**config.mk**
```make
export PLATFORM = sky130hd
export DESIGN_NAME = serial_cmd_engine_flat
export DESIGN_NICKNAME = d
export VERILOG_FILES = /design/src/rtl/serial_cmd_engine_if.sv /design/src/rtl/serial_cmd_engine.sv /design/src/flat_wrapper.sv
export SDC_FILE = /design/constraint.sdc
export NUM_CORES = 1
export LEC_CHECK = 0
export ABC_AREA = 1
export BUFFER_PORTS_ARGS = -buffer_cell sky130_fd_sc_hd__buf_2
export CAP_MARGIN = 20
export CELL_PAD_IN_SITES_DETAIL_PLACEMENT = 2
export CELL_PAD_IN_SITES_GLOBAL_PLACEMENT = 2
export CORE_ASPECT_RATIO = 0.5
export CORE_MARGIN = 1
export CORE_UTILIZATION = 31
export CTS_CLUSTER_DIAMETER = 120
export DETAILED_ROUTE_END_ITERATION = 10
export PLACE_DENSITY = 0.92
export SYNTH_ARGS = -nofsm -noshare
export SYNTH_HDL_FRONTEND = slang
export SYNTH_SLANG_ARGS = --single-unit
```
**constraint.sdc**
```tcl
create_clock -name clk -period 13.5 [get_ports clk]
set_input_delay 1.35 -clock clk [delete_from_list [all_inputs] [get_ports clk]]
set_output_delay 1.35 -clock clk [all_outputs]
set_load 0.1 [all_outputs]
```
**src/rtl/serial_cmd_engine_if.sv**
```systemverilog
// -----------------------------------------------------------------------------
// serial_cmd_engine_if
// Byte-level handshake between the UART rx/tx pair and serial_cmd_engine.
//   rx_ready : one-cycle strobe, rx_data valid         (UART -> engine)
//   rx_data  : received byte                           (UART -> engine)
//   tx_busy  : transmitter busy                        (UART -> engine)
//   tx_start : one-cycle strobe, tx_data valid         (engine -> UART)
//   tx_data  : byte to transmit                        (engine -> UART)
// The engine uses the slave modport; the UART side (or a bench) uses master.
// -----------------------------------------------------------------------------
interface serial_cmd_engine_if;
    logic       rx_ready;
    logic [7:0] rx_data;
    logic       tx_busy;
    logic       tx_start;
    logic [7:0] tx_data;

    modport master (output rx_ready, rx_data, tx_busy, input tx_start, tx_data);
    modport slave  (input rx_ready, rx_data, tx_busy, output tx_start, tx_data);
endinterface

```
**src/rtl/serial_cmd_engine.sv**
```systemverilog
// -----------------------------------------------------------------------------
// serial_cmd_engine
// Byte-serial command processor between the UART and the trigger fabric.
// Decodes single-byte commands (with 0..2 argument bytes), drives config
// registers, PLL dynamic-phase and clock-switch controls, and streams
// snapshot responses back through the UART.
//
// Ports:
//   clk, reset          : system clock, asynchronous active-high reset
//   uart                : rx/tx byte handshake (serial_cmd_engine_if.slave)
//   last_cmd            : most recent command byte
//   deadticks           : dead-time config
//   histotosend         : histogram select config
//   enable_outputs      : output-enable toggle (low enables outputs)
//   phasecounterselect  : PLL counter select
//   phaseupdown         : PLL phase direction (1 = up)
//   phasestep, scanclk  : PLL dynamic phase stepping
//   clkswitch           : PLL clock-switch request
//   histos, resethist   : histogram counts in, one-cycle clear out
//   delaycounter        : delay counter bytes in
//   activeclock         : PLL active-clock indicator
//   busy                : engine not idle
//   err_count           : saturating error counter
//
// state   | meaning
// IDLE    | waiting for a command byte
// ARGS    | collecting argument bytes, argument timeout running
// EXEC    | one-cycle command execution
// TX_WAIT | waiting for transmitter idle, then launch one byte
// TX_HOLD | one spacing cycle after each launched byte
// PHASE   | running N PLL phase steps (8 scanclk toggles each)
// CLKSW   | holding clkswitch high
// -----------------------------------------------------------------------------
module serial_cmd_engine #(
    parameter int unsigned FW_VERSION       = 4,
    parameter int unsigned NHISTO           = 8,
    parameter int unsigned HISTO_WIDTH      = 32,
    parameter int unsigned NDELAY           = 16,
    parameter int unsigned ARG_TIMEOUT      = 50000000,
    parameter int unsigned SCAN_DIV         = 16,
    parameter int unsigned CLKSWITCH_CYCLES = 8
) (
    input  logic                          clk,
    input  logic                          reset,
    serial_cmd_engine_if.slave            uart,
    output logic [7:0]                    last_cmd,
    output logic [7:0]                    deadticks,
    output logic [7:0]                    histotosend,
    output logic                          enable_outputs,
    output logic [2:0]                    phasecounterselect,
    output logic                          phaseupdown,
    output logic                          phasestep,
    output logic                          scanclk,
    output logic                          clkswitch,
    input  logic [NHISTO*HISTO_WIDTH-1:0] histos,
    output logic                          resethist,
    input  logic [NDELAY*8-1:0]           delaycounter,
    input  logic                          activeclock,
    output logic                          busy,
    output logic [7:0]                    err_count
);

    localparam int unsigned HB        = NHISTO * HISTO_WIDTH / 8;
    localparam int unsigned BUF_BYTES = (HB > NDELAY) ? HB : NDELAY;
    localparam int unsigned IW        = $clog2(BUF_BYTES + 1);
    localparam int unsigned TW        = $clog2(ARG_TIMEOUT + 1);
    localparam int unsigned DW        = $clog2(SCAN_DIV + 1);
    localparam int unsigned CW        = $clog2(CLKSWITCH_CYCLES + 1);

    typedef enum logic [2:0] {
        IDLE, ARGS, EXEC, TX_WAIT, TX_HOLD, PHASE, CLKSW
    } state_t;

    function automatic logic [1:0] args_needed(input logic [7:0] c);
        case (c)
            8'd1, 8'd2: return 2'd1;
            8'd5:       return 2'd2;
            default:    return 2'd0;
        endcase
    endfunction

    state_t               state_q, state_d;
    logic [7:0]           last_cmd_q, last_cmd_d;
    logic [7:0]           arg0_q, arg0_d, arg1_q, arg1_d;
    logic [1:0]           arg_cnt_q, arg_cnt_d;
    logic [TW-1:0]        timer_q, timer_d;
    logic [7:0]           err_count_q, err_count_d;
    logic [7:0]           deadticks_q, deadticks_d;
    logic [7:0]           histotosend_q, histotosend_d;
    logic                 enable_outputs_q, enable_outputs_d;
    logic [2:0]           phasecounterselect_q, phasecounterselect_d;
    logic                 phaseupdown_q, phaseupdown_d;
    logic                 phasestep_q, phasestep_d;
    logic                 scanclk_q, scanclk_d;
    logic                 clkswitch_q, clkswitch_d;
    logic                 resethist_q, resethist_d;
    logic                 tx_start_q, tx_start_d;
    logic [7:0]           tx_data_q, tx_data_d;
    logic [BUF_BYTES*8-1:0] buf_q, buf_d;
    logic [IW-1:0]        tx_len_q, tx_len_d;
    logic [IW-1:0]        tx_idx_q, tx_idx_d;
    logic [7:0]           steps_q, steps_d;
    logic [DW-1:0]        div_q, div_d;
    logic [3:0]           tog_q, tog_d;
    logic [CW-1:0]        cs_cnt_q, cs_cnt_d;
    logic [1:0]           err_inc;
    logic [8:0]           err_sum;

    always_comb begin
        state_d              = state_q;
        last_cmd_d           = last_cmd_q;
        arg0_d               = arg0_q;
        arg1_d               = arg1_q;
        arg_cnt_d            = arg_cnt_q;
        timer_d              = timer_q;
        deadticks_d          = deadticks_q;
        histotosend_d        = histotosend_q;
        enable_outputs_d     = enable_outputs_q;
        phasecounterselect_d = phasecounterselect_q;
        phaseupdown_d        = phaseupdown_q;
        phasestep_d          = phasestep_q;
        scanclk_d            = scanclk_q;
        clkswitch_d          = clkswitch_q;
        resethist_d          = 1'b0;
        tx_start_d           = 1'b0;
        tx_data_d            = tx_data_q;
        buf_d                = buf_q;
        tx_len_d             = tx_len_q;
        tx_idx_d             = tx_idx_q;
        steps_d              = steps_q;
        div_d                = div_q;
        tog_d                = tog_q;
        cs_cnt_d             = cs_cnt_q;
        err_inc              = 2'd0;

        case (state_q)
            IDLE: begin
                if (uart.rx_ready) begin
                    last_cmd_d = uart.rx_data;
                    arg_cnt_d  = 2'd0;
                    timer_d    = TW'(ARG_TIMEOUT - 1);
                    state_d    = (args_needed(uart.rx_data) != 2'd0) ? ARGS : EXEC;
                end
            end

            ARGS: begin
                // A byte arriving on the terminal-count cycle still counts.
                if (uart.rx_ready) begin
                    if (arg_cnt_q == 2'd0) arg0_d = uart.rx_data;
                    else                   arg1_d = uart.rx_data;
                    arg_cnt_d = arg_cnt_q + 2'd1;
                    timer_d   = TW'(ARG_TIMEOUT - 1);
                    if (arg_cnt_q + 2'd1 == args_needed(last_cmd_q)) state_d = EXEC;
                end else if (timer_q == '0) begin
                    err_inc = err_inc + 2'd1;
                    state_d = IDLE;
                end else begin
                    timer_d = timer_q - TW'(1);
                end
            end

            EXEC: begin
                state_d  = IDLE;
                tx_idx_d = '0;
                case (last_cmd_q)
                    8'd0: begin
                        buf_d      = '0;
                        buf_d[7:0] = 8'(FW_VERSION);
                        tx_len_d   = IW'(1);
                        state_d    = TX_WAIT;
                    end
                    8'd1: deadticks_d      = arg0_q;
                    8'd2: histotosend_d    = arg0_q;
                    8'd3: enable_outputs_d = ~enable_outputs_q;
                    8'd4: begin
                        clkswitch_d = 1'b1;
                        cs_cnt_d    = CW'(CLKSWITCH_CYCLES - 1);
                        state_d     = CLKSW;
                    end
                    8'd5: begin
                        phasecounterselect_d = arg0_q[2:0];
                        phaseupdown_d        = arg0_q[7];
                        steps_d              = (arg1_q == 8'd0) ? 8'd1 : arg1_q;
                        div_d                = DW'(SCAN_DIV - 1);
                        tog_d                = 4'd0;
                        phasestep_d          = 1'b1;
                        scanclk_d            = 1'b0;
                        state_d              = PHASE;
                    end
                    8'd8: begin
                        buf_d      = '0;
                        buf_d[7:0] = {7'b0, activeclock};
                        tx_len_d   = IW'(1);
                        state_d    = TX_WAIT;
                    end
                    8'd9: phaseupdown_d = ~phaseupdown_q;
                    8'd10: begin
                        buf_d             = '0;
                        buf_d[HB*8-1:0]   = histos;
                        tx_len_d          = IW'(HB);
                        resethist_d       = 1'b1;
                        state_d           = TX_WAIT;
                    end
                    8'd11: begin
                        buf_d                 = '0;
                        buf_d[NDELAY*8-1:0]   = delaycounter;
                        tx_len_d              = IW'(NDELAY);
                        state_d               = TX_WAIT;
                    end
                    8'd13: begin
                        buf_d      = '0;
                        buf_d[7:0] = err_count_q;
                        tx_len_d   = IW'(1);
                        state_d    = TX_WAIT;
                    end
                    default: err_inc = err_inc + 2'd1;
                endcase
            end

            TX_WAIT: begin
                if (!uart.tx_busy) begin
                    tx_start_d = 1'b1;
                    tx_data_d  = 8'(buf_q >> {tx_idx_q, 3'b000});
                    tx_idx_d   = tx_idx_q + IW'(1);
                    state_d    = TX_HOLD;
                end
            end

            TX_HOLD: state_d = (tx_idx_q == tx_len_q) ? IDLE : TX_WAIT;

            PHASE: begin
                if (div_q == '0) begin
                    div_d     = DW'(SCAN_DIV - 1);
                    scanclk_d = ~scanclk_q;
                    tog_d     = tog_q + 4'd1;
                    if (tog_q == 4'd5) phasestep_d = 1'b0;
                    if (tog_q == 4'd7) begin
                        // 8th toggle closes the step; the next step starts on the same edge.
                        tog_d     = 4'd0;
                        scanclk_d = 1'b0;
                        if (steps_q == 8'd1) begin
                            state_d = IDLE;
                        end else begin
                            steps_d     = steps_q - 8'd1;
                            phasestep_d = 1'b1;
                        end
                    end
                end else begin
                    div_d = div_q - DW'(1);
                end
            end

            CLKSW: begin
                if (cs_cnt_q == '0) begin
                    clkswitch_d = 1'b0;
                    state_d     = IDLE;
                end else begin
                    cs_cnt_d = cs_cnt_q - CW'(1);
                end
            end

            default: state_d = IDLE;
        endcase

        if (uart.rx_ready && (state_q inside {EXEC, TX_WAIT, TX_HOLD, PHASE, CLKSW}))
            err_inc = err_inc + 2'd1;

        err_sum     = {1'b0, err_count_q} + {7'b0, err_inc};
        err_count_d = err_sum[8] ? 8'hFF : err_sum[7:0];
    end

    always_ff @(posedge clk or posedge reset) begin
        if (reset) begin
            state_q              <= IDLE;
            last_cmd_q           <= '0;
            arg0_q               <= '0;
            arg1_q               <= '0;
            arg_cnt_q            <= '0;
            timer_q              <= '0;
            err_count_q          <= '0;
            deadticks_q          <= '0;
            histotosend_q        <= '0;
            enable_outputs_q     <= 1'b0;
            phasecounterselect_q <= '0;
            phaseupdown_q        <= 1'b1;
            phasestep_q          <= 1'b0;
            scanclk_q            <= 1'b0;
            clkswitch_q          <= 1'b0;
            resethist_q          <= 1'b0;
            tx_start_q           <= 1'b0;
            tx_data_q            <= '0;
            buf_q                <= '0;
            tx_len_q             <= '0;
            tx_idx_q             <= '0;
            steps_q              <= '0;
            div_q                <= '0;
            tog_q                <= '0;
            cs_cnt_q             <= '0;
        end else begin
            state_q              <= state_d;
            last_cmd_q           <= last_cmd_d;
            arg0_q               <= arg0_d;
            arg1_q               <= arg1_d;
            arg_cnt_q            <= arg_cnt_d;
            timer_q              <= timer_d;
            err_count_q          <= err_count_d;
            deadticks_q          <= deadticks_d;
            histotosend_q        <= histotosend_d;
            enable_outputs_q     <= enable_outputs_d;
            phasecounterselect_q <= phasecounterselect_d;
            phaseupdown_q        <= phaseupdown_d;
            phasestep_q          <= phasestep_d;
            scanclk_q            <= scanclk_d;
            clkswitch_q          <= clkswitch_d;
            resethist_q          <= resethist_d;
            tx_start_q           <= tx_start_d;
            tx_data_q            <= tx_data_d;
            buf_q                <= buf_d;
            tx_len_q             <= tx_len_d;
            tx_idx_q             <= tx_idx_d;
            steps_q              <= steps_d;
            div_q                <= div_d;
            tog_q                <= tog_d;
            cs_cnt_q             <= cs_cnt_d;
        end
    end

    assign uart.tx_start      = tx_start_q;
    assign uart.tx_data       = tx_data_q;
    assign last_cmd           = last_cmd_q;
    assign deadticks          = deadticks_q;
    assign histotosend        = histotosend_q;
    assign enable_outputs     = enable_outputs_q;
    assign phasecounterselect = phasecounterselect_q;
    assign phaseupdown        = phaseupdown_q;
    assign phasestep          = phasestep_q;
    assign scanclk            = scanclk_q;
    assign clkswitch          = clkswitch_q;
    assign resethist          = resethist_q;
    assign busy               = (state_q != IDLE);
    assign err_count          = err_count_q;

endmodule

```
**src/flat_wrapper.sv**
```systemverilog
// flat-port wrapper written by rule: the top's interface ports become plain ports
module serial_cmd_engine_flat 
#(
    parameter int unsigned FW_VERSION       = 4,
    parameter int unsigned NHISTO           = 8,
    parameter int unsigned HISTO_WIDTH      = 32,
    parameter int unsigned NDELAY           = 16,
    parameter int unsigned ARG_TIMEOUT      = 50000000,
    parameter int unsigned SCAN_DIV         = 16,
    parameter int unsigned CLKSWITCH_CYCLES = 8
)
  (clk, reset, last_cmd, deadticks, histotosend, enable_outputs, phasecounterselect, phaseupdown, phasestep, scanclk, clkswitch, histos, resethist, delaycounter, activeclock, busy, err_count, uart_rx_ready, uart_rx_data, uart_tx_busy, uart_tx_start, uart_tx_data);
  serial_cmd_engine_if uart_i ();
  input  logic clk;
  input  logic reset;
  output logic [7:0] last_cmd;
  output logic [7:0] deadticks;
  output logic [7:0] histotosend;
  output logic enable_outputs;
  output logic [2:0] phasecounterselect;
  output logic phaseupdown;
  output logic phasestep;
  output logic scanclk;
  output logic clkswitch;
  input  logic [NHISTO*HISTO_WIDTH-1:0] histos;
  output logic resethist;
  input  logic [NDELAY*8-1:0] delaycounter;
  input  logic activeclock;
  output logic busy;
  output logic [7:0] err_count;
  input wire logic [$bits(uart_i.rx_ready)-1:0] uart_rx_ready;
  input wire logic [$bits(uart_i.rx_data)-1:0] uart_rx_data;
  input wire logic [$bits(uart_i.tx_busy)-1:0] uart_tx_busy;
  output wire logic [$bits(uart_i.tx_start)-1:0] uart_tx_start;
  output wire logic [$bits(uart_i.tx_data)-1:0] uart_tx_data;
  assign uart_i.rx_ready = uart_rx_ready;
  assign uart_i.rx_data = uart_rx_data;
  assign uart_i.tx_busy = uart_tx_busy;
  assign uart_tx_start = uart_i.tx_start;
  assign uart_tx_data = uart_i.tx_data;
  serial_cmd_engine #(.FW_VERSION(FW_VERSION), .NHISTO(NHISTO), .HISTO_WIDTH(HISTO_WIDTH), .NDELAY(NDELAY), .ARG_TIMEOUT(ARG_TIMEOUT), .SCAN_DIV(SCAN_DIV), .CLKSWITCH_CYCLES(CLKSWITCH_CYCLES)) u_core (.clk(clk), .reset(reset), .uart(uart_i), .last_cmd(last_cmd), .deadticks(deadticks), .histotosend(histotosend), .enable_outputs(enable_outputs), .phasecounterselect(phasecounterselect), .phaseupdown(phaseupdown), .phasestep(phasestep), .scanclk(scanclk), .clkswitch(clkswitch), .histos(histos), .resethist(resethist), .delaycounter(delaycounter), .activeclock(activeclock), .busy(busy), .err_count(err_count));
endmodule
```
==> results.txt, run 1 <==
The run finished with clean final reports. In this run the worst hold path is classified as reg -> reg. By area the synthesized netlist is led by sky130_fd_sc_hd__dfrtp_1 (47%), sky130_fd_sc_hd__nand2_1 (21%), sky130_fd_sc_hd__o21ai_0 (6.7%). The die span in x came out at 366 µm. The iteration-0 DRC count of the detailed router is 1627. The number of warnings issued by yosys is 0. The path type of the worst setup path is reg -> reg.

The number of clock buffers inserted by TritonCTS is 40. After detailed routing, the number of remaining DRC violations is 0. The die height came out at 184 µm. The post-layout instance area came out at 0.0247 mm². The hold-fix buffer count after cts came out at 0.

The number of synthesized register bits is 383. Once the clock tree was built, the resizer swapped 0 gates to a different size. The depth of the worst register-to-register path is 10.

The cell count after synthesis is 2846. The worst setup path is launched from a flop. The clock skew after layout came out at 0.0227 ns. The area added between synthesis and finish is 20.2%. The post-synthesis average cell area is 7.22 µm². The total wirelength of the detailed-routed design is 97600 µm. Setup repair after global routing left no endpoint under its margin. The final layout contains 3617 nets.

The number of buffer cells added on primary ports is 447. Across all register-to-register paths, the minimum setup slack is 8.88 ns. Derived from the worst setup path, the maximum achievable clock frequency is 216 MHz. The proportion of synthesized chip area in sequential cells is 0.466. The async set-or-reset flop fraction in the synthesized netlist is 1.00. The endpoint of the worst hold-timing path is u_core.buf_q[117]. The number of hold-slack violations in the final timing report was 0. The via count of the first global-routing pass was 24792.

The floorplan die area is 0.0674 mm². The design draws 5.64 mW. The startpoint identified for the worst hold timing path is u_core.buf_q[117].

The layout cell share with drive strength beyond 1 came out at 0.179. The worst hold path depth is 1. The count of final setup violators came out at 0.

STA puts the critical path data required time at 13.88 ns. The first global-routing pass estimated 149000 µm of wire. The worst register-to-register path ends at u_core.buf_q[187].

The standard-cell row count is 66. The number of flops mapped to enable cells by yosys is 0. The via-per-instance ratio came out at 5.26.

The number of max-slew violations in the final report is 0. The area of placed instances came out at 0.0233 mm². The number of post-CTS setup repair buffers is 0. The core area came out at 0.0652 mm². The leftover overflow at the end of global routing is 0. Dividing the detail-routed wire length by the instance count gives 23.7 µm. Once detail routing completed, the nets flagged for antenna violations numbered 0. Of the post-synthesis cell area, the dominant cell type holds 0.465.

The post-route minimum period came out at 4.62 ns. The cell with the most instances after synthesis is sky130_fd_sc_hd__nand2_1. The effective utilization at floorplan is 0.315. At the pin with the least slew margin, the transition time is 1.05 ns. Summed over all cells, the static leakage comes to 12.9 nW.

The later pin in the worst-skew pair is clocked with a latency of 0.57 ns. The leading register cell type out of synthesis is sky130_fd_sc_hd__dfrtp_1. The total global-route track usage came out at 0.283. The accumulated negative setup slack is 0 ns. The clock sink count came out at 383. Data on the critical path arrives at its endpoint at 5.00 ns.

Sorting the synthesized cells by how often they occur yields sky130_fd_sc_hd__nand2_1 (1146), sky130_fd_sc_hd__dfrtp_1 (382), sky130_fd_sc_hd__inv_1 (291). STA classifies the critical path endpoint as a flop. The number of antenna violations at the first check in global routing is 6. The synthesized cell area came out at 0.0206 mm². The number of detailed-route iterations in the first pass came out at 5.

The number of distinct library cells after synthesis came out at 44. Of all nets on the critical path, the largest fanout is 103. The vias after detailed routing came out at 21679. The normalized max-slew margin is 0.302. The net count after synthesis came out at 3257.

The largest vdd supply drop is 0.106 mV. The clock tree from TritonCTS is done. The biggest area contributor in the post-synthesis netlist is sky130_fd_sc_hd__dfrtp_1. The cell at the root of the clock tree is sky130_fd_sc_hd__clkbuf_16. The number of max-cap violations came out at 0. The power density of the placed cells came out at 228 mW/mm². The detailed-placement wirelength estimate came out at 62700 µm. The clock-pin slew reported for the worst setup and hold paths after clock tree synthesis is 0.07 ns. The maximum count of clock buffers along a single path is 3. The worst register-to-register path begins at u_core.last_cmd[5]. Entering global routing, the biggest net connects 129 pins. The congestion estimate from routability-driven global placement came to 0.858. The H-tree level count came out at 2. The number of top-level pins came out at 448. The ratio of final minimum period to clock period came out at 0.343.
-- kinds of logic after synthesis --
group,synth area share
AND/OR/NAND/NOR,0.292
AO/OA/AOI/OAI,0.136
buffers and inverters,0.0928
flip-flops,0.466
adder cells (fa/ha/maj),0.00889
XOR/XNOR,0.00383
-- layout make-up --
type / count / area [µm²]
fill: 7679 / 40500
sequential: 383 / 9590
multi-input combinational: 2009 / 9080
timing repair buffer: 467 / 2390
clock buffer: 58 / 1210
inverter: 305 / 1160
tap: 884 / 1110
clock inverter: 12 / 165
antenna: 7 / 17.5
-- registers in the layout, summed over array words and instances (netlist names), 6 cells and up --
name,count
u_core.buf_q,256
u_core.steps_q,8
u_core.timer_q,26
u_core.histotosend,8
u_core.uart.tx_data,8
u_core.last_cmd,8
u_core.arg0_q,8
u_core.arg1_q,8
u_core.err_count,8
u_core.tx_idx_q,6
u_core.deadticks,8
-- routing by layer --
metal,wire [µm],share of wire,GRT usage,vias up
met3,2850,0.029,0.0320,267
met4,4970,0.051,0.140,0
met2,52000,0.53,0.537,518
li1,-,-,-,9700
met5,0,0,0,-
met1,37800,0.39,0.316,11194
-- cell usage in the layout (no fill, tap or decap), types with 41 or more instances in the layout --
| cell | n |
|---|---|
| sky130_fd_sc_hd__nand2_1 | 1146 |
| sky130_fd_sc_hd__clkbuf_16 | 41 |
| sky130_fd_sc_hd__o21ai_1 | 41 |
| sky130_fd_sc_hd__nand3_1 | 138 |
| sky130_fd_sc_hd__nor2_1 | 146 |
| sky130_fd_sc_hd__buf_2 | 447 |
| sky130_fd_sc_hd__o21ai_0 | 277 |
| sky130_fd_sc_hd__a22o_1 | 67 |
| sky130_fd_sc_hd__dfrtp_1 | 380 |
| sky130_fd_sc_hd__a21oi_1 | 55 |
| sky130_fd_sc_hd__inv_1 | 290 |
-- how the worst max path moves through the flow --
stage	start	end	slack (ns)	depth (start not counted)
2_1_floorplan	reset	u_core.arg0_q[0]	1.51	1
3_5_place_dp	u_core.last_cmd[6]	u_core.buf_q[218]	9.16	10
5_1_grt	u_core.last_cmd[5]	u_core.buf_q[187]	8.59	10
6_report	u_core.last_cmd[5]	u_core.buf_q[187]	8.88	10
3_3_place_gp	u_core.last_cmd[4]	u_core.buf_q[100]	9.46	10
4_1_cts	u_core.last_cmd[5]	u_core.buf_q[187]	8.97	10
-- power by group --
| group | total [mW] | internal, mW | switching [mW] |
|---|---|---|---|
| clock network | 1.24 | 0.699 | 0.541 |
| logic | 2.46 | 0.600 | 1.86 |
| registers | 1.93 | 1.61 | 0.318 |
-- worst max-delay path, cell delays in order (launching register included) --
cell,delay [ns]
sky130_fd_sc_hd__dfrtp_1,0.42
sky130_fd_sc_hd__nor2_1,0.23
sky130_fd_sc_hd__nand2_2,0.20
sky130_fd_sc_hd__inv_2,0.19
sky130_fd_sc_hd__nand2_1,0.29
sky130_fd_sc_hd__nand3_1,0.25
sky130_fd_sc_hd__nand2_4,0.22
sky130_fd_sc_hd__inv_6,0.61
sky130_fd_sc_hd__buf_4,0.84
sky130_fd_sc_hd__buf_4,0.79
sky130_fd_sc_hd__o21ai_0,0.25
-- per-stage QoR --
stage                     instances  hold slack [ns]  setup slack (ns)   util
after CTS                      4118            0.482              8.97  0.379
after detailed placement       4048            0.462              9.16  0.358
after global placement         4048            0.456              9.46  0.358
after floorplan                2846            0.441              1.51      -
after global routing           4124            0.500              8.59  0.379
final                          4125            0.483              8.88  0.379
Power figures use the tool's default switching activity.
==> run 2, diff against run 1 <==
--- a/config.mk
+++ b/config.mk
@@ -5,17 +5,17 @@
 export SDC_FILE = /design/constraint.sdc
 export NUM_CORES = 1
 export LEC_CHECK = 0
-export ABC_AREA = 1
+export ABC_AREA = 0
 export BUFFER_PORTS_ARGS = -buffer_cell sky130_fd_sc_hd__buf_2
 export CAP_MARGIN = 20
 export CELL_PAD_IN_SITES_DETAIL_PLACEMENT = 2
 export CELL_PAD_IN_SITES_GLOBAL_PLACEMENT = 2
 export CORE_ASPECT_RATIO = 0.5
 export CORE_MARGIN = 1
-export CORE_UTILIZATION = 31
+export CORE_UTILIZATION = 33
 export CTS_CLUSTER_DIAMETER = 120
 export DETAILED_ROUTE_END_ITERATION = 10
-export PLACE_DENSITY = 0.92
+export PLACE_DENSITY = 0.88
 export SYNTH_ARGS = -nofsm -noshare
 export SYNTH_HDL_FRONTEND = slang
 export SYNTH_SLANG_ARGS = --single-unit
==> constraint.sdc (replaced) <==
create_clock -name clk -period 4.8 [get_ports clk]
set_input_delay 0.48 -clock clk [delete_from_list [all_inputs] [get_ports clk]]
set_output_delay 0.48 -clock clk [all_outputs]
set_load 0.1 [all_outputs]
==> results.txt, run 2 <==
The longest individual stage delay on the worst path came to 0.60 ns (-0.24 ns). The number of post-CTS setup repair buffers came to 0 (unchanged). The floorplan die area came out at 0.0567 mm² (-16%). The H-tree level count is 2 (unchanged). STA classifies the critical path endpoint as a flop. The data required time of the critical path was 5.28 ns (-8.60 ns). The die span in x came out at 336 µm (-8.3%). The layout filler cell count came out at 5701 (-26%). The post-route minimum period came out at 3.74 ns (-0.890 ns). The cell count after synthesis is 1666 (-41%).

The power after layout came out at 14.1 mW (+150%). The top-area cell type share of the netlist area came out at 0.520 (+0.0550). The largest driver fanout on the critical path came to 8 (-92%). The number of buffers and inverters on the critical path is 1 (-3). The total wirelength of the detailed-routed design is 86800 µm (-11%).

The area added between synthesis and finish came out at 23.8%. The number of clock buffers inserted by TritonCTS came out at 40 (unchanged). The slew at the pin closest to its max-slew limit is 1.18 ns (+0.128 ns).

The core area came out at 0.0544 mm² (-17%). The most area-hungry cell type in the Yosys netlist is sky130_fd_sc_hd__dfrtp_1. The antenna violation net count after detailed routing is 0 (unchanged). The leftover overflow at the end of global routing was 0 (unchanged).

For this design, the slowest cell found on the critical path is sky130_fd_sc_hd__or4_4. The area of placed instances came out at 0.0213 mm² (-8.5%). The number of max-slew violations in the final report came out at 0 (unchanged). The iteration-0 DRC count of the detailed router came out at 1413 (-13%).

The number of buffer cells added on primary ports came out at 447 (unchanged). The vias after detailed routing is 16968 (-22%). The standard-cell row count came out at 60 (-9.1%).

The via count of the first global-routing pass came out at 18663 (-25%). The tightest min-delay check is of the in -> reg type. The maximum count of clock buffers along a single path is 3 (unchanged).

The number of antenna violations at the first check in global routing is 25 (+19). The via-per-instance ratio came out at 5.96 (+13%). The hold-fix buffer count after cts came out at 1 (+1). The number of nets in the layout came out at 2454 (-32%). The number of flops mapped to enable cells by yosys came out at 0 (unchanged). After synthesis, the largest family of logic cells by area is compound AO/OA/AOI/OAI gates. The flow ran to the end, and the final reports show no timing, DRC or antenna violations. The routability-driven placement congestion ratio came out at 0.865 (+0.79%). The number of detailed-route iterations in the first pass is 7 (+2).

The maximum achievable frequency came out at 268 MHz (+24%). The most common cell after layout, fill and taps aside is sky130_fd_sc_hd__buf_2. The post-layout instance area was 0.0228 mm² (-7.9%). By count the netlist is led by sky130_fd_sc_hd__dfrtp_1 (382), sky130_fd_sc_hd__nand2_1 (191), sky130_fd_sc_hd__o21ai_0 (171). The wire length of the first global-routing pass came to 122000 µm (-18%). Walking the worst path, the cells encountered are or4_4, or4_4, nor2_1, a21o_1, ha_1, ha_1, inv_1, fa_1, nor2_1, nand3_1, nand2_1. The worst setup path is launched from a flop. The worst endpoint data arrival time is 4.21 ns (-0.79 ns). The synthesized cell area is 0.0184 mm² (-11%).

The die height came out at 169 µm (-8.3%). The cell with the most instances after synthesis is sky130_fd_sc_hd__dfrtp_1. More flip-flops sit in one register than any other, and that register is u_core.buf_q. By area the synthesized netlist is led by sky130_fd_sc_hd__dfrtp_1 (52%), sky130_fd_sc_hd__a22o_1 (6.2%), sky130_fd_sc_hd__mux4_2 (5.6%). The count of final setup violators is 0 (unchanged). The layout cell share with drive strength beyond 1 came out at 0.319 (+0.140).

The complex-gate fraction of the synthesized area came out at 0.209 (+0.0732). The flip-flop count of the largest register after layout came to 256 (unchanged). The total of cells resized after clock tree synthesis is 0 (unchanged). The largest vdd supply drop came to 0.240 mV (+130%). The average wire per cell in the routed design is 30.5 µm (+29%). The adder and majority cell fraction of the synthesized area was 0.00994 (+0.00105). The net count after synthesis came to 2077 (-36%). In the synthesized netlist the dominant register cell turns out to be sky130_fd_sc_hd__dfrtp_1. The clock-pin slew reported for the worst setup and hold paths after clock tree synthesis is 0.08 ns (about the same).

The minimum setup slack among reg-to-reg paths is 1.06 ns (-7.81 ns). The maximum number of pins on one net before global-route repair is 171 (+33%). The final routed DRC violation total is 0 (unchanged). The share of synthesized area spent on multiplexers came out at 0.116 (+0.116). The effective utilization at floorplan is 0.338 (+0.0231). The async set-or-reset flop fraction in the synthesized netlist came out at 1.00 (unchanged). The power density of the placed cells came to 619 mW/mm² (+170%). The post-synthesis average cell area is 11.0 µm² (+53%). The number of max-cap violations came out at 0 (unchanged). Setup repair after global routing left no endpoint under its margin. The cell at the root of the clock tree is sky130_fd_sc_hd__clkbuf_16.

TritonCTS built the clock tree. The clock latency on the worst-skew pair came out at 0.57 ns (about the same). The ratio of final minimum period to clock period is 0.778 (+0.436). The clock sink count is 383 (unchanged).

The number of top-level pins came out at 448 (unchanged). In the layout the commonest cells are sky130_fd_sc_hd__buf_2 (447), sky130_fd_sc_hd__dfrtp_1 (380), sky130_fd_sc_hd__nand2_1 (190), sky130_fd_sc_hd__o21ai_0 (171), sky130_fd_sc_hd__a22o_1 (131). The static leakage came out at 10.2 nW (-21%). The path type of the worst setup path is reg -> reg. The total global-route track usage came out at 0.284 (+0.00102). In the final layout, the registers with the most flip-flops are u_core.buf_q (256), u_core.timer_q (26). The proportion of synthesized chip area in sequential cells is 0.521 (+0.0552). The number of warnings issued by yosys is 0 (unchanged).

The number of hold-slack violations in the final timing report is 0 (unchanged). The area share of xor/xnor cells in the synthesized design is 0.0129 (+0.00903). The number of synthesized register bits is 383 (unchanged). The clock skew after layout is 0.0336 ns (+0.0109 ns). The area fraction in and, or, nand and nor cells after synthesis came out at 0.0959 (-0.196). The number of distinct library cells after synthesis came out at 67 (+52%). The normalized max-slew margin came to 0.210 (-0.0915). The gate family responsible for the most delay along the worst path is simple AND/OR/NAND/NOR gates. The detailed-placement wirelength estimate was 54200 µm (-14%).
[run 2: cell types whose count changed after synthesis, moves of 85 or more]
cell                      delta
sky130_fd_sc_hd__o21ai_0   -106
sky130_fd_sc_hd__nor2_1     -85
sky130_fd_sc_hd__nand2_1   -955
sky130_fd_sc_hd__nand3_1   -123
sky130_fd_sc_hd__a22oi_1   +127
sky130_fd_sc_hd__inv_1     -268
[run 2: cells by family (layout without fill, tap and decap cells)]
kind of cell,after synthesis,in the layout
buffers and inverters,163,570
xor gates and xnor gates,27,27
other,0,31
AOI/OAI and AO/OA,551,551
DFF,383,383
adders and majority gates,14,14
and+or+nand+nor,380,380
muxes,148,148
[run 2: where the power goes]
part / internal (mW) / switching, mW
Clock: 1.86 / 1.52
Sequential: 4.52 / 1.34
Combinational: 1.71 / 3.13
[run 2: routing by layer]
metal | global-route usage | share of wire
met1 | 0.331 | 0.38
met2 | 0.508 | 0.52
met4 | 0.157 | 0.059
met3 | 0.0394 | 0.049
met5 | 0 | 0.00013
[run 2: path summary, 6_finish.rpt]
| kind | end | start | cells past startpoint |
|---|---|---|---|
| max | u_core.err_count[1] | u_core.timer_q[11] | 11 |
| min | u_core.buf_q[236] | histos[236] | 2 |
| max reg2reg | u_core.err_count[1] | u_core.timer_q[11] | 11 |
| min reg2reg | u_core.buf_q[81] | u_core.buf_q[81] | 2 |
| max in group asynchronous | u_core.buf_q[75] | reset | 4 |
| min in group asynchronous | u_core.err_count[3] | reset | 3 |
[run 2: final cells by class]
type | instances | area [µm²] | share of cell area
Clock inverter | 21 | 236 | 0.0104
Multi-Input combinational cell | 1120 | 8200 | 0.360
Timing Repair Buffer | 474 | 2530 | 0.111
Tap cell | 744 | 931 | 0.0409
Inverter | 24 | 93.8 | 0.00412
Clock buffer | 51 | 1100 | 0.0485
Antenna cell | 31 | 77.6 | 0.00341
Sequential cell | 383 | 9590 | 0.421
[run 2: per-stage QoR]
step                      std cells  hold WS, ns  setup WS, ns  TNS [ns]   util
after floorplan                1666        0.445        -0.827   -315.98      -
after global placement         2744        0.407          1.51         0  0.392
after detailed placement       2744        0.415          1.32         0  0.392
after CTS                      2817        0.117          1.25         0  0.417
after global routing           2848        0.125         0.982         0  0.419
final                          2848        0.128          1.06         0  0.419
